**src/rtl/remote_pkg.sv**
```systemverilog
// remote_pkg: frame constants and transmitter state type shared by both ends of the remote-control link.
//   CUSTOM_W/KEY_W   widths of the custom code and the key code
//   FRAME_BITS       bit periods in one frame (lead + 32 data + end)
//   DATA_BITS        width of the shifted payload {custom, key, ~key}
//   LEAD_LEVEL       line level of the lead bit
//   IDLE_LEVEL       line level while idle and during the end bit
package remote_pkg;
    localparam int CUSTOM_W   = 16;
    localparam int KEY_W      = 8;
    localparam int FRAME_BITS = 34;
    localparam int DATA_BITS  = 32;
    localparam logic LEAD_LEVEL = 1'b0;
    localparam logic IDLE_LEVEL = 1'b1;
    typedef enum logic [1:0] {IDLE, LEAD, DATA, END} tx_state_t;
endpackage

```
**src/rtl/remote_bit_timer.sv**
```systemverilog
// remote_bit_timer: divides the clock into bit periods of BIT_CYCLES cycles.
//   Clock   rising-edge clock
//   Reset   synchronous active-high reset, clears the period counter
//   Clear   restarts the period at count 0
//   Enable  counts while high; Tick is suppressed while low
//   Tick    high on the last cycle of each period
module remote_bit_timer #(
    parameter int BIT_CYCLES = 1
) (
    input  logic Clock,
    input  logic Reset,
    input  logic Clear,
    input  logic Enable,
    output logic Tick
);
    localparam int CW = BIT_CYCLES > 1 ? $clog2(BIT_CYCLES) : 1;
    logic [CW-1:0] count;
    // With BIT_CYCLES = 1 the count sits at 0 and every enabled cycle ticks.
    assign Tick = Enable && count == CW'(BIT_CYCLES - 1);
    always_ff @(posedge Clock) begin
        if (Reset || Clear)
            count <= '0;
        else if (Enable)
            count <= Tick ? '0 : count + 1'b1;
    end
endmodule

```
**src/rtl/remote_transmitter.sv**
```systemverilog
// remote_transmitter: sends one remote-control frame (lead, custom, key, ~key, end) MSB first per Start request.
//   Clock   rising-edge clock
//   Reset   synchronous active-high reset; aborts any frame in flight
//   Start   transmit request, only honoured while idle
//   Custom  16-bit custom code, latched on accept
//   Tecla   8-bit key code, latched on accept
//   Serial  registered line output, idles high
//   Busy    registered, high for the whole frame
//   Done    registered one-cycle pulse in the first idle cycle after a frame
module remote_transmitter
    import remote_pkg::*;
#(
    parameter int BIT_CYCLES = 1
) (
    input  logic                Clock,
    input  logic                Reset,
    input  logic                Start,
    input  logic [CUSTOM_W-1:0] Custom,
    input  logic [KEY_W-1:0]    Tecla,
    output logic                Serial,
    output logic                Busy,
    output logic                Done
);
    tx_state_t            state;
    logic [DATA_BITS-1:0] shreg;
    logic [4:0]           bit_cnt;
    logic                 tick;
    logic                 accept;

    assign accept = state == IDLE && Start;

    remote_bit_timer #(.BIT_CYCLES(BIT_CYCLES)) timer (
        .Clock  (Clock),
        .Reset  (Reset),
        .Clear  (accept),
        .Enable (state != IDLE),
        .Tick   (tick)
    );

    // The first payload bit leaves on the lead tick, so DATA emits the
    // remaining 31 bits and uses its 32nd tick to move on to the end bit.
    always_ff @(posedge Clock) begin
        if (Reset) begin
            state   <= IDLE;
            Serial  <= IDLE_LEVEL;
            Busy    <= 1'b0;
            Done    <= 1'b0;
            shreg   <= '0;
            bit_cnt <= '0;
        end else begin
            Done <= 1'b0;
            case (state)
                IDLE: if (accept) begin
                    state   <= LEAD;
                    shreg   <= {Custom, Tecla, ~Tecla};
                    bit_cnt <= '0;
                    Serial  <= LEAD_LEVEL;
                    Busy    <= 1'b1;
                end
                LEAD: if (tick) begin
                    state  <= DATA;
                    Serial <= shreg[DATA_BITS-1];
                    shreg  <= {shreg[DATA_BITS-2:0], 1'b0};
                end
                DATA: if (tick) begin
                    bit_cnt <= bit_cnt + 5'd1;
                    if (bit_cnt == 5'd31) begin
                        state  <= END;
                        Serial <= IDLE_LEVEL;
                    end else begin
                        Serial <= shreg[DATA_BITS-1];
                        shreg  <= {shreg[DATA_BITS-2:0], 1'b0};
                    end
                end
                END: if (tick) begin
                    state <= IDLE;
                    Busy  <= 1'b0;
                    Done  <= 1'b1;
                end
                default: state <= IDLE;
            endcase
        end
    end
endmodule
```
**config.mk**
```make
export PLATFORM = sky130hd
export DESIGN_NAME = remote_transmitter
export DESIGN_NICKNAME = d
export VERILOG_FILES = /design/src/rtl/remote_pkg.sv /design/src/rtl/remote_bit_timer.sv /design/src/rtl/remote_transmitter.sv
export SDC_FILE = /design/constraint.sdc
export NUM_CORES = 1
export LEC_CHECK = 0
export ABC_CLOCK_PERIOD_IN_PS = 1900
export CELL_PAD_IN_SITES_DETAIL_PLACEMENT = 0
export CELL_PAD_IN_SITES_GLOBAL_PLACEMENT = 1
export CORE_MARGIN = 5
export CORE_UTILIZATION = 38
export DETAILED_ROUTE_END_ITERATION = 12
export GPL_ROUTABILITY_DRIVEN = 0
export PLACE_DENSITY = 0.81
export REMOVE_ABC_BUFFERS = 1
export SKIP_LAST_GASP = 1
export SYNTH_ARGS = -nofsm -noshare
export SYNTH_HDL_FRONTEND = slang
export SYNTH_SLANG_ARGS = --single-unit
```
**constraint.sdc**
```tcl
create_clock -name Clock -period 1.9 [get_ports Clock]
set_clock_uncertainty 0.15 [all_clocks]
set_input_delay 0.475 -clock Clock [delete_from_list [all_inputs] [get_ports Clock]]
set_output_delay 0.475 -clock Clock [all_outputs]
set_load 0.01 [all_outputs]
```
==> out/results.ini <==
[logic_synthesis]
ys_seq_area_share_pct = 38.8
postSynthCellCount = 230
yosys-top-cells-count = 43 x dfxtp_1, 19 x mux2i_1, 15 x a21oi_1, 15 x nor3_1, 12 x a211oi_2
yosys_warnings = 0
synth_edf_count = 0
synth.area.top_cells = dfxtp_1 39%, mux2i_1 8.6%, a211oi_2 6.8%
syn_area_per_cell_sq_um = 9.65
ys.flop_type = dfxtp_1
yosysUniqueCellTypes = 36
netlist.top_cell.by_area = dfxtp_1
yosysMostFrequentCell = dfxtp_1
synth_area_sq_um = 2220
yosysTopAreaCellShare_pct = 38.8
synthArstFlopShare_pct = 0
ys_ff_latch = 43

[grt]
grt_first_pass_wirelength_microns = 9210
first_global_vias = 1943
antenna_found_initial = 0
grt_max_degree = 33
grt_overflow = 0
grt_usage_pct = 15.3

[drt]
avgViaCountPerCell = 5.46
firstDrtPassIters = 4
wl_microns = 5860
wire_per_inst_microns = 16.0
drc_errors = 0
num_vias = 1999
ant_nets = 0
drt_iter0_markers = 154

[worst_setup_path]
crit_buf_inv = 2
crit_fanout = 7
crit_slowest_cell = dfxtp_2
path_cells = ha_4 -> and3_4 -> ha_4 -> a21oi_2 -> buf_4 -> o21ai_4 -> buf_6 -> a221o_1 -> a21oi_2
r2r-start = bit_cnt[0]
path_class = flop to flop
cp-end-kind = flop
timing.rr.end = shreg[7]
cp_top_family = compound AO/OA/AOI/OAI gates
cp.arrival_ns = 2.02
required_ns = 1.98
reg2reg_depth = 9
rrSetupSlack_ns = -0.04
crit_path_max_incr_delay_ns = 0.34
worstSetupStartpointType = flop

[cells_and_area]
post-route-util_pct = 59.3
area_growth_pct = 49.1
n_antenna_cell = 0
drive_gt1_share_pct = 40.8
nets = 328
fillers = 488

[timing]
tightestPinTransition_ns = 0.362
maxSlewHeadroom_pct = 75.8
hold_violations = 0
min_period_ns = 1.94
tns_ns = -0.116
rsz0062_at_grt = true
setup_viol = 6
finalWorstSetupSlack_ns = -0.0402
fmax_ghz = 0.515
min_period_over_period_pct = 102
drv_slew = 0

[clock_network]
htreeDepth = 2
worstSkewPairLatency_ns = 0.31
cts_tree = yes
numCtsBuffers = 5
clkTransAtPathRegs_ns = 0.09
clkSinkCount = 43
clock_path_buffers = 2
hold_buffers = 0
root_buffer = clkbuf_8

[min_path]
hp-class = flop to flop
whs_path_depth = 2
hold-path-endpoint = shreg[4]
min-delay-start = shreg[4]

[floorplanning]
rows = 27
die-area_sq_um = 7470
coreArea_sq_um = 5570
die_x_microns = 86.4
initial_core_util_pct = 39.8
die_h_microns = 86.4
boundaryPins = 30

[status]
violations = setup timing
status = finished with violations

[placement]
io_buffers = 29
place_hpwl_microns = 3320

[power]
peakVddDrop_mv = 0.772
total_power_mw = 5.09
p_leak_nw = 1.22
p_per_area_nw_per_um2 = 1540

[job]
cap_violations = 0

==> stage by stage <==
stage                     worst slack, ns  area, sq um  instances  hold WS, ns
after detailed placement           -0.224         2750        340        0.307
final                             -0.0402         3310        366        0.317
after global routing              -0.0989         3310        366        0.337
after CTS                         -0.0397         3140        360        0.321
after floorplan                    -0.515         2110        213        0.287
after global placement             -0.192         2750        340        0.300
==> layout make-up <==
cell class / count / area [sq um] / share of cell area [%]
well taps: 72 / 90.1 / 2.72
clock inverters: 2 / 12.5 / 0.378
flip-flops and latches: 43 / 866 / 26.2
inverters: 10 / 37.5 / 1.14
repair buffers: 73 / 773 / 23.4
multi-input cells: 160 / 1460 / 44.0
clock buffers: 6 / 72.6 / 2.19
==> layer usage <==
layer  up-vias  routed length, microns  track usage (%)
met3        11                     194             2.85
met5         -                       0                0
li1        979                       -                -
met1       978                    2650             19.7
met2        31                    2880             24.9
met4         0                     129             6.52
==> registers in the layout, summed over array words and instances, names as in the netlist <==
signal       cells
Serial           1
timer.count      1
Done             1
state            2
bit_cnt          5
Busy             1
shreg           32
==> how the worst max path moves through the flow <==
stage | cells after the start | start | end | slack, ns
2_1_floorplan | 5 | state[0] | shreg[1] | -0.51
3_3_place_gp | 5 | Start | bit_cnt[4] | -0.19
3_5_place_dp | 5 | Start | bit_cnt[1] | -0.22
4_1_cts | 9 | bit_cnt[0] | shreg[6] | -0.04
5_1_grt | 9 | bit_cnt[0] | shreg[7] | -0.1
6_report | 9 | bit_cnt[0] | shreg[7] | -0.04
==> power by group <==
| group | internal (mW) | switching, mW | total (mW) |
|---|---|---|---|
| combinational | 1.57 | 1.52 | 3.09 |
| clock | 0.257 | 0.333 | 0.590 |
| sequential | 1.20 | 0.205 | 1.40 |
==> worst min-delay path, stage by stage, from the launching register on <==
cell,delay (ns)
dfxtp_1,0.31
nand3_1,0.06
a21oi_1,0.05
==> cells in the final DEF (no fill, tap or decap), types with 5 or more instances in the layout <==
cell type	count
dfxtp_1	39
buf_4	31
clkdlybuf4s50_1	29
mux2i_1	19
a211oi_2	18
nor3_2	15
a21oi_1	13
inv_1	9
nand3_1	9
nand2_1	8
o21ai_0	8
nor2_1	6
nor3_1	5
nor2b_1	5
nor3_4	5
clkbuf_8	5
buf_12	5
==> cells by family (layout without fill, tap and decap cells) <==
logic type                 count (synthesis)  after routing  synth area share [%]
xor gates and xnor gates                   2              2                 0.790
buffers and inverters                     27             91                  6.37
adders and majority gates                  8              8                  4.51
AOI/OAI and AO/OA                         63             63                  22.1
and+or+nand+nor                           68             68                  18.9
muxes                                     19             19                  8.57
DFF                                       43             43                  38.8
==> what timing repair did <==
item,4_1_cts,5_1_grt
endpoints found under the setup margin,38,36
resized for setup,37,26
gates cloned,4,1
hold endpoints to repair,0,0
buffers inserted,8,6
pin swaps,13,22
Note: power is estimated with default switching activity, not from simulation.
